--- src/rtl/irq_pkg.sv ---
`default_nettype none
// ============================================================================
//  Module      : irq_pkg
//  Description : Shared types and constants for the interrupt controller:
//                FSM state encoding, width helpers and vector defaults.
//  Revision    : 1.0 - initial release
// ============================================================================
package irq_pkg;

    // Controller state, 2-bit encoding
    typedef enum logic [1:0] {
        IDLE       = 2'd0,
        REQUEST    = 2'd1,
        IN_HANDLER = 2'd2
    } irq_state_t;

    // Default handler address of source 0 and byte spacing between vectors
    localparam logic [31:0] DEFAULT_VECTOR_BASE   = 32'h0000_0080;
    localparam int          DEFAULT_VECTOR_STRIDE = 8;

    // The Timer is wired to the lowest index, which is also the top priority
    localparam int TIMER_IRQ_BIT = 0;

    // Ceiling log2; clog2(1) = 0
    function automatic int clog2(input int value);
        int result;
        result = 0;
        while ((1 << result) < value) begin
            result = result + 1;
        end
        return result;
    endfunction

    // Source-id width, never narrower than one bit so a single-source build still has a port
    function automatic int id_width(input int num_sources);
        return (clog2(num_sources) < 1) ? 1 : clog2(num_sources);
    endfunction

endpackage : irq_pkg
`default_nettype wire

--- src/rtl/irq_priority_encoder.sv ---
`default_nettype none
// ============================================================================
//  Module      : irq_priority_encoder
//  Description : Combinational fixed-priority encoder. The lowest set bit of
//                the request vector wins; valid flags that any bit is set.
//  Revision    : 1.0 - initial release
// ============================================================================
module irq_priority_encoder
    import irq_pkg::*;
#(
    parameter int NUM_SOURCES = 4,
    parameter int ID_W        = 2
) (
    input  logic [NUM_SOURCES-1:0] req,
    output logic [ID_W-1:0]        id,
    output logic                   valid
);

    // Scan from the top down so the last hit, the lowest index, is the one kept
    always_comb begin
        id    = '0;
        valid = 1'b0;
        for (int i = NUM_SOURCES - 1; i >= TIMER_IRQ_BIT; i--) begin
            if (req[i]) begin
                id    = ID_W'(i);
                valid = 1'b1;
            end
        end
    end

endmodule : irq_priority_encoder
`default_nettype wire

--- src/rtl/interrupt_controller.sv ---
`default_nettype none
// ============================================================================
//  Module      : interrupt_controller
//  Description : Edge-detecting, maskable, fixed-priority interrupt controller
//                for a single-cycle MIPS datapath. One interrupt is serviced
//                at a time; eret re-opens the controller for the next source.
//  Revision    : 1.0 - initial release
// ============================================================================
module interrupt_controller
    import irq_pkg::*;
#(
    parameter int          NUM_SOURCES   = 4,
    parameter logic [31:0] VECTOR_BASE   = DEFAULT_VECTOR_BASE,
    parameter int          VECTOR_STRIDE = DEFAULT_VECTOR_STRIDE,
    localparam int         ID_W          = id_width(NUM_SOURCES)
) (
    input  logic                   clock,
    input  logic                   reset,
    input  logic [NUM_SOURCES-1:0] irq_in,
    input  logic                   mask_write,
    input  logic [NUM_SOURCES-1:0] mask_data,
    input  logic [31:0]            pc_current,
    input  logic                   instr_commit,
    input  logic                   eret,
    output logic                   irq_request,
    output logic [31:0]            irq_vector,
    output logic [ID_W-1:0]        cause_id,
    output logic [31:0]            epc,
    output logic [NUM_SOURCES-1:0] pending,
    output logic                   in_handler
);

    irq_state_t             r_state;
    irq_state_t             w_next_state;

    logic [NUM_SOURCES-1:0] r_pending;
    logic [NUM_SOURCES-1:0] r_mask;
    logic [NUM_SOURCES-1:0] r_irq_prev;
    logic [ID_W-1:0]        r_cause;
    logic [31:0]            r_vector;
    logic [31:0]            r_epc;

    logic [NUM_SOURCES-1:0] w_rise;
    logic [NUM_SOURCES-1:0] w_eligible;
    logic [NUM_SOURCES-1:0] w_clear;
    logic [ID_W-1:0]        w_win_id;
    logic                   w_win_valid;
    logic [31:0]            w_win_vector;
    logic                   w_load;
    logic                   w_take;
    logic                   w_withdraw;

    // A level held high produces one rise only, so it is counted once
    assign w_rise     = irq_in & ~r_irq_prev;
    assign w_eligible = r_pending & r_mask;

    irq_priority_encoder #(
        .NUM_SOURCES (NUM_SOURCES),
        .ID_W        (ID_W)
    ) u_priority_encoder (
        .req   (w_eligible),
        .id    (w_win_id),
        .valid (w_win_valid)
    );

    // 32-bit arithmetic; wraps silently for very large bases
    assign w_win_vector = VECTOR_BASE + (32'(w_win_id) * 32'(VECTOR_STRIDE));

    // Commit has precedence over a same-cycle mask write that would withdraw
    assign w_load     = (r_state == IDLE) && w_win_valid;
    assign w_take     = (r_state == REQUEST) && instr_commit;
    assign w_withdraw = (r_state == REQUEST) && !instr_commit
                        && mask_write && !mask_data[r_cause];
    assign w_clear    = w_take ? (NUM_SOURCES'(1) << r_cause) : '0;

    // State register
    always_ff @(posedge clock or posedge reset) begin
        if (reset) begin
            r_state <= IDLE;
        end else begin
            r_state <= w_next_state;
        end
    end

    // Next-state logic: no nesting, eret is the only way out of the handler
    always_comb begin
        w_next_state = r_state;
        case (r_state)
            IDLE: begin
                if (w_win_valid) begin
                    w_next_state = REQUEST;
                end
            end
            REQUEST: begin
                if (w_take) begin
                    w_next_state = IN_HANDLER;
                end else if (w_withdraw) begin
                    w_next_state = IDLE;
                end
            end
            IN_HANDLER: begin
                if (eret) begin
                    w_next_state = IDLE;
                end
            end
            default: begin
                w_next_state = IDLE;
            end
        endcase
    end

    // Pending/mask/edge-history plus the cause, vector and EPC captures
    always_ff @(posedge clock or posedge reset) begin
        if (reset) begin
            r_pending  <= '0;
            r_mask     <= '0;
            r_irq_prev <= '0;
            r_cause    <= '0;
            r_vector   <= VECTOR_BASE;
            r_epc      <= '0;
        end else begin
            r_irq_prev <= irq_in;
            // A rise on the bit being taken survives the clear
            r_pending  <= (r_pending & ~w_clear) | w_rise;
            if (mask_write) begin
                r_mask <= mask_data;
            end
            // Frozen for the whole request and handler, even if a better source arrives
            if (w_load) begin
                r_cause  <= w_win_id;
                r_vector <= w_win_vector;
            end
            if (w_take) begin
                r_epc <= pc_current;
            end
        end
    end

    assign irq_request = (r_state == REQUEST);
    assign in_handler  = (r_state == IN_HANDLER);
    assign irq_vector  = r_vector;
    assign cause_id    = r_cause;
    assign epc         = r_epc;
    assign pending     = r_pending;

endmodule : interrupt_controller
`default_nettype wire

--- config.mk ---
export PLATFORM = sky130hd
export DESIGN_NAME = interrupt_controller
export DESIGN_NICKNAME = d
export VERILOG_FILES = /design/src/rtl/irq_pkg.sv /design/src/rtl/irq_priority_encoder.sv /design/src/rtl/interrupt_controller.sv
export SDC_FILE = /design/constraint.sdc
export NUM_CORES = 1
export LEC_CHECK = 0
export ABC_AREA = 1
export BUFFER_PORTS_ARGS = -buffer_cell sky130_fd_sc_hd__buf_4
export CAP_MARGIN = 20
export CORE_AREA = 8 8 77 79
export DETAILED_ROUTE_END_ITERATION = 6
export DIE_AREA = 0 0 85 87
export PLACE_DENSITY = 0.86
export SLEW_MARGIN = 20
export SYNTH_ARGS = -nofsm -noshare
export SYNTH_HDL_FRONTEND = slang
export SYNTH_SLANG_ARGS = --single-unit
--- constraint.sdc ---
create_clock -name clock -period 3 [get_ports clock]
set_clock_uncertainty 0.2 [all_clocks]
set_input_delay 0 -clock clock [delete_from_list [all_inputs] [get_ports clock]]
set_output_delay 0 -clock clock [all_outputs]
set_load 0.03 [all_outputs]
; ---- Word-level counts from Yosys, hierarchy flattened
; Cells that the tools add are included.
[op_classes]
addsub = 1
magnitude_cmp = 1
eq_ne = 5
shift = 1
mux = 16
bitwise = 6
reduce_logical = 9
[ops]
columns = cell, count
row1 = 2-bit 2-to-1 mux, 8
row2 = 4-bit AND, 3
row3 = "8-bit by 5-bit adder with 9-bit output, first input constant", 1
row4 = 4-bit inverter, 2
row5 = 2-bit one-hot mux with 3 select lines, 1
row6 = 1-bit logical AND, 5
row7 = 1-bit 2-to-1 mux, 5
row8 = 4-bit 2-to-1 mux, 1
row9 = "2-bit inequality test, second input constant", 2
row10 = 4-bit OR, 1
row11 = "1-bit by 2-bit << shifter with 4-bit output, first input constant", 1
row12 = "2-bit by 3-bit < comparator with 1-bit output, second input constant", 1
row13 = "3-bit by 1-bit inequality test with 1-bit output, second input constant", 1
row14 = 3-bit AND reduction, 1
row15 = 1-bit binary-select mux with 2-bit select, 1
row16 = "2-bit by 1-bit == test with 1-bit output, second input constant", 1
row17 = "2-bit == test, second input constant", 1
row18 = 1-bit zero test, 2
row19 = 2-bit zero test, 1
[totals]
ff_bits = 80
in_bits = 45
out_inout_bits = 72
wordCells = 46

; ---- Logic depth before layout (Yosys ltp)
; Gate-level depths: netlist of run 1.
[logic_depth]
word_depth = 7
ltp_mapped = 7

; ---- Modules after synthesis
; A second synthesis of run 1 with hierarchy kept.
[hier_totals]
cells_unflattened = 248
area_unflattened_um2 = 2209.6
[modules_own_cells]
columns = module, instances, cells_each, area_each_um2, seq_area_each_um2
row1 = interrupt_controller, 1, 240, 2173.3, 1201.2
row2 = irq_priority_encoder, 1, 8, 36.3, 0.0

; ---- Worst setup path before layout of run 1
; OpenSTA, ideal clock, no wires.
[synth_path]
path_kind = register -> register
start = register r_cause[0] (netlist: cause_id[0])
end = register r_state[0]
arrival_time_ps = 1018
t_required_ps = 2684
slack_ps = 1665
path_stages_with_launch = 8
path_buffers = 0
period_less_slack_ps = 1335
path_cell_list = dfrtp_1 -> inv_1 -> nand2_1 -> nand2_1 -> nand2_1 -> nand3_1 -> nand2_1 -> nand2_1
[synth_via]
elab_chain_len = 6
[synth_lines]
columns = item, line_no
row1 = start: declaration, interrupt_controller.sv:39  ; logic [ID_W-1:0] r_cause;
row2 = start signal: assignment, interrupt_controller.sv:130  ; r_cause <= w_win_id;
row3 = 1-bit binary-select mux with 2-bit select, interrupt_controller.sv:73  ; && mask_write && !mask_data[r_cause];
row4 = 1-bit 2-to-1 mux (implied by the code), interrupt_controller.sv:73
row5 = 1-bit zero test, interrupt_controller.sv:73
row6 = 1-bit logical AND, interrupt_controller.sv:73
row7 = 3-bit by 1-bit inequality test with 1-bit output (no source line), -
row8 = 3-bit AND reduction (no source line), -
row9 = end signal: assignment, interrupt_controller.sv:81  ; r_state <= w_next_state;
row10 = end: declaration, interrupt_controller.sv:33  ; irq_state_t r_state;
; Every way passes these cells. The select of a mux whose other input is x is not followed.
; A chain may end at the register's enable or synchronous reset.

; ---- Worst setup path after layout of run 1
[layout_path]
start = register r_state[1]
end = register r_epc[3] (netlist: epc[3])
[layout_via]
elab_chain_len = 2
[layout_lines]
columns = item, line_no
row1 = 2-bit by 1-bit == test with 1-bit output, interrupt_controller.sv:71  ; assign w_take = (r_state == REQUEST) && instr_commit;
row2 = 1-bit logical AND, interrupt_controller.sv:71
row3 = end signal: assignment, interrupt_controller.sv:134  ; r_epc <= pc_current;
row4 = end: declaration, interrupt_controller.sv:41  ; logic [31:0] r_epc;
; Every way passes these cells.

==> flow_summary.toml, run 1 <==
[run_status]
status = "complete, no violations"

[setup_path]
endpoint_kind = "flop"
arrival_ns = 2.02
worstPathMaxFanout = 34
r2r_slack_ns = 1.02
reg2reg_to = "epc[3]$_DFFE_PP0P_"
worstSetupStartpointType = "flop"
r2r-start = "r_state[1]$_DFFE_PP0P_"
worstRegToRegCells = 4
critPathRequiredTime_ns = 3.04
worstSetupPathType = "reg -> reg"

[grt]
grt_use_total_pct = 19.36
antenna_found_initial = 0
grt_max_degree = 49
gr-total-overflow = 0
grt_pass1_wl_um = 11410
grt_pass1_vias = 2341

[place]
gp_congestion = 0.8414
place_ws_ns = 1.127
dpl.hpwl_um = 3953
io_buffers = 86

[routing]
dr.pass1.iters = 4
route.detailed.vias_per_inst = 4.739
drc = 0
routed_wl_um = 7103
ant_nets = 0
drtIter0Drc = 109
via_count = 2194
wl_per_cell_um = 15.34

[timing]
rsz0062_at_grt = "no"
fmax_mhz = 505.4
period_minus_slack_ns = 1.979
max_slew_margin_pct = 45.69
drv_slew = 0
layout_setup_ws_ns = 1.021
setup_tns_ns = 0
worstMarginPinSlew_ns = 0.8137
hold_viol = 0
period_share_pct = 65.96
finalSetupViolCount = 0

[clock_network]
cts-htree-levels = 2
cts_tree = "yes"
ctsLongestPathBuffers = 2
cts_setup_buffers = 0
clk_pin_slew_ns = 0.09
clock-sinks = 48
clock_latency_ns = 0.30
cts_made_buffers = 5
cts-root-buf = "clkbuf_8"

[worst_hold_path]
worstHoldPathType = "in -> reg"
whs_endpoint = "r_state[0]$_DFFE_PP0P_"
hp-start = "instr_commit"
hold_depth = 4

[pwr]
leakage_nw = 1.888
p_sw_share_pct = 44.04
combPwrFrac_pct = 51.4
worst_ir_drop_vdd_uv = 586.1
power_density_mw_per_mm2 = 971.7
p_int_w = 0.002001
clockPowerShare_pct = 17.8
power_switching_w = 0.001575
pwr-share-seq_pct = 30.8

[finish]
n_fill_cell = 322
drive_gt1_share_pct = 25.06
syn2layout_area_growth_pct = 66.12
multi_input_area_um2 = 768.2
final_nets = 451
regArea_mm2 = 0.001201
antenna_cells = 0

[synthesis]
yosysUniqueCellTypes = 17
syn_inst = 248
yosysTopAreaCellShare_pct = 54.21
yosys_register_bits = 48
avgSynthCellArea_um2 = 8.935
synth_warnings = 0
yosysTopAreaCell = "dfrtp_1"
seq_area_frac_synth_pct = 54.21
synth_area_mm2 = 0.002216
ys_top_cells_by_area = "dfrtp_1 (54%), nand2_1 (15%), buf_4 (11%)"

[floorplan]
core_mm2 = 0.004847
die_h_um = 87
die_w_um = 85
io_pins = 117
die_area_mm2 = 0.007395
start_util_pct = 45.72
num_rows = 26

[flow_run]
maxCapViolations = 0
power groups by stage:
stage / registers [W] / clock network, W / logic [W]
final: 0.00110 / 0.000635 / 0.00184
after global routing: 0.00113 / 0.000678 / 0.00197
after CTS: 0.00109 / 0.000644 / 0.00181
after detailed placement: 0.00110 / 0 / 0.00165
after global placement: 0.00110 / 0 / 0.00162
after floorplan: 0.00155 / 0 / 0.000661
final cells by class:
class                   count  area share [%]
repair buffers            165           39.02
well taps                  56           1.903
inverters                  12           1.258
clock buffers               5           1.869
multi-input cells         174           20.87
flip-flops and latches     48           32.63
clock inverters             3           2.447
cells in the mapped netlist (all sizes together):
master / count
o31ai: 1
o21ai: 8
dfrtp: 48
nor2: 3
nand2: 90
nand3: 37
inv: 12
conb: 2
nor3: 1
clkbuf: 2
mux2: 4
buf: 40
what timing repair did:
action / CTS / global route
hold buffers: 79 / 0
endpoints found under the hold margin: 94 / 0
gates resized for setup: 0 / 0
state kept, by name (all words and copies together) (netlist names):
name	cells
pending	4
r_state	2
r_irq_prev	4
epc	32
r_mask	4
cause_id	2
critical path, stage by stage (launching register included):
cell and delay [ns]:
dfrtp_1 0.47, nor2_8 0.43, nand3_1 0.13, dlygate4sd3_1 0.60, nand2_1 0.08
routing by layer:
layer	wire (um)	track usage [%]	up-vias
met5	0	0	-
met4	235	8.900	0
met3	528	6.038	18
met2	3855	36.58	106
met1	2483	18.74	1037
li1	-	-	1033
how the worst max path moves through the flow:
stage | from | to | cells after the start
after detailed placement | r_state[1]$_DFFE_PP0P_ | pending[0]$_DFF_PP0_ | 4
after floorplan | reset | cause_id[0]$_DFFE_PP0P_ | 1
after global routing | r_state[1]$_DFFE_PP0P_ | epc[24]$_DFFE_PP0P_ | 4
after global placement | r_state[1]$_DFFE_PP0P_ | pending[1]$_DFF_PP0_ | 4
final | r_state[1]$_DFFE_PP0P_ | epc[3]$_DFFE_PP0P_ | 4
after CTS | r_state[1]$_DFFE_PP0P_ | epc[27]$_DFFE_PP0P_ | 4
stage by stage:
stage                     power (W)  utilization (%)  hold slack, ns  cell area [um^2]  instances
final                      0.003577            75.94         0.06882              3681        463
after global routing       0.003779            75.94         0.09024              3681        463
after detailed placement   0.002750            56.32        -0.07895              2730        376
after floorplan            0.002207                -         -0.1686              2321        276
after CTS                  0.003546            75.92         0.06112              3680        463
after global placement     0.002713            56.32        -0.07983              2730        376
cell families (layout without fill, tap and decap cells):
| logic type | after synthesis | count (layout) | synth area share, % |
|---|---|---|---|
| simple gates | 131 | 131 | 25.41 |
| mux | 4 | 4 | 2.033 |
| compound gates | 9 | 9 | 2.146 |
| buf+inv | 54 | 185 | 15.87 |
| other cells | 2 | 30 | 0.3389 |
| flops | 48 | 48 | 54.21 |
cell usage in the layout, fill, tap and decap left out:
master and count:
nand2_1 89, inv_1 10, buf_4 86, clkbuf_8 5, o21ai_1 8, nor2_8 1, clkinv_2 1, dlygate4sd3_1 79
bufinv_16 3, o31ai_1 1, conb_1 30, nand3_1 37, inv_2 1, nand2_4 1, nor2_1 2, dfrtp_1 48
mux2_2 4, nor3_1 1
Note: power is estimated with default switching activity, not from simulation.
==> run 2, diff against run 1 <==
CORE_AREA = 8 8 80 82   (was 8 8 77 79)
DIE_AREA = 0 0 88 90   (was 0 0 85 87)
PLACE_DENSITY = 0.8   (was 0.86)
clock period = 1.9 ns   (was 3 ns; I/O delays follow)
==> run 2 against run 1 <==
Clock power is 22% higher. Total power is 49% higher. Sequential power is 57% higher. Hold slack better by 0.026 ns. Critical path type unchanged.
==> flow_summary.toml, run 2 (synthesis results as in run 1) <==
[run_status]
status = "complete, no violations"

[floorplan]
num_rows = 27
die_h_um = 90
io_pins = 117
die_area_mm2 = 0.007920
core_mm2 = 0.005236
start_util_pct = 42.32
die_w_um = 88

[clock_network]
ctsLongestPathBuffers = 2
cts-root-buf = "clkbuf_8"
clock-sinks = 48
cts-htree-levels = 2
cts_setup_buffers = 0
cts_resized = 0
clk_pin_slew_ns = 0.09
clock_latency_ns = 0.29
cts_tree = "yes"
cts_made_buffers = 5

[grt]
antenna_found_initial = 1
grt_pass1_wl_um = 10780
gr-total-overflow = 0
grt_use_total_pct = 17.06
grt_pass1_vias = 2234
grt_max_degree = 38

[pwr]
worst_ir_drop_vdd_uv = 856.5
clockPowerShare_pct = 14.6
p_sw_share_pct = 46.02
p_int_w = 0.002872
pwr-share-seq_pct = 32.6
power_density_mw_per_mm2 = 1510
combPwrFrac_pct = 52.8
power_switching_w = 0.002448
leakage_nw = 1.856

[routing]
drtIter0Drc = 71
wl_per_cell_um = 14.31
routed_wl_um = 6654
drc = 0
ant_nets = 0
dr.pass1.iters = 4
via_count = 2087
route.detailed.vias_per_inst = 4.488

[setup_path]
worstSetupStartpointType = "flop"
max_stage_delay_ns = 0.58
critPathRequiredTime_ns = 1.92
arrival_ns = 1.82
worstSetupPathType = "reg -> reg"
endpoint = "epc[0]$_DFFE_PP0P_"
worstRegToRegCells = 4
endpoint_kind = "flop"
startpoint = "r_state[1]$_DFFE_PP0P_"
reg2reg_to = "epc[0]$_DFFE_PP0P_"
path_cells = "nor2_8 -> nand3_1 -> dlygate4sd3_1 -> nand2_1"
worstPathMaxFanout = 17
r2r-start = "r_state[1]$_DFFE_PP0P_"
r2r_slack_ns = 0.11
crit_slowest_cell = "dlygate4sd3_1"

[timing]
finalSetupViolCount = 0
fmax_mhz = 557.4
setup_tns_ns = 0
period_minus_slack_ns = 1.794
drv_slew = 0
max_slew_margin_pct = 65.67
hold_viol = 0
period_share_pct = 94.42
rsz0062_at_grt = "no"
worstMarginPinSlew_ns = 0.5142

[finish]
largest_reg_flops = 32
final_common_cell = "nand2_1"
final_nets = 436
syn2layout_area_growth_pct = 58.95
n_fill_cell = 411
drive_gt1_share_pct = 26.53
layout_common_cells = "nand2_1 (89), buf_4 (87), dlygate4sd3_1 (62), dfrtp_1 (48), nand3_1 (37)"
utilization_pct = 67.26

[place]
gp_congestion = 0.8344
dpl.hpwl_um = 4205
io_buffers = 86

[flow_run]
maxCapViolations = 0

[worst_hold_path]
worstHoldPathType = "in -> async"
run 2: cell count changes in the layout (fill, tap and decap cells not counted):
cell / before / now
dlygate4sd3_1: 79 / 62
clkinv_2: 1 / 0
clkinv_4: 0 / 1
buf_12: 0 / 1
diode_2: 0 / 1
buf_4: 86 / 87
bufinv_16: 3 / 1
clkbuf_8: 5 / 6
inv_2: 1 / 2
run 2: worst min-delay path by stage:
stage,from,to,slack [ns],depth (start not counted)
6_report,reset,epc[25]$_DFFE_PP0P_,0.09,3
5_1_grt,reset,epc[3]$_DFFE_PP0P_,0.15,3
4_1_cts,reset,epc[27]$_DFFE_PP0P_,0.11,3
3_5_place_dp,reset,epc[3]$_DFFE_PP0P_,-0.13,2
3_3_place_gp,reset,epc[3]$_DFFE_PP0P_,-0.14,2
2_1_floorplan,irq_in[0],r_irq_prev[0]$_DFF_PP0_,-0.17,0
run 2: routing by layer:
layer | track usage [%] | vias to the layer above | part of all wire [%]
met5 | 0 | - | 0
met4 | 6.600 | 0 | 2.4
met3 | 3.367 | 12 | 6.5
met2 | 32.02 | 95 | 55
met1 | 17.58 | 979 | 36
li1 | - | 1001 | -
run 2: cell type report:
| class | instances | area (um^2) | share of cell area, % |
|---|---|---|---|
| antenna | 1 | 2.502 | 0.07105 |
| clock buffer | 6 | 82.58 | 2.345 |
| clock inverter | 2 | 38.79 | 1.101 |
| inverter | 12 | 45.04 | 1.279 |
| multi-input combinational | 174 | 768.2 | 21.81 |
| sequential | 48 | 1201 | 34.10 |
| tap | 72 | 90.09 | 2.558 |
| timing repair buffer | 150 | 1294 | 36.73 |
run 2: worst max-delay path: cells and delay by family, from the launching register on:
family	cells	cell delay [ns]
flip-flops	1	0.47
buffers and inverters	1	0.58
AND/OR/NAND/NOR	3	0.48
run 2: power groups by stage:
stage | Clock (W) | Combinational [W] | Sequential, W
after floorplan | 0 | 0.00104 | 0.00244
after global placement | 0 | 0.00259 | 0.00173
after detailed placement | 0 | 0.00264 | 0.00173
after CTS | 0.000793 | 0.00280 | 0.00172
after global routing | 0.000829 | 0.00303 | 0.00179
final | 0.000775 | 0.00281 | 0.00173
run 2: what timing repair did:
item / CTS / global route
hold buffers: 62 / 0
setup endpoints to repair: 0 / 0
hold endpoints to repair: 94 / 0
run 2: metrics by stage:
| step | power, W | cell area, um^2 | instances | hold slack [ns] | setup WS (ns) |
|---|---|---|---|---|---|
| after CTS | 0.005309 | 3520 | 464 | 0.1146 | 0.1647 |
| after global placement | 0.004316 | 2778 | 394 | -0.1401 | 0.3119 |
| final | 0.005320 | 3522 | 465 | 0.09458 | 0.1060 |
| after floorplan | 0.003485 | 2321 | 276 | -0.1686 | 0.5555 |
| after global routing | 0.005647 | 3522 | 465 | 0.1480 | 0.002450 |
| after detailed placement | 0.004375 | 2778 | 394 | -0.1254 | 0.2710 |
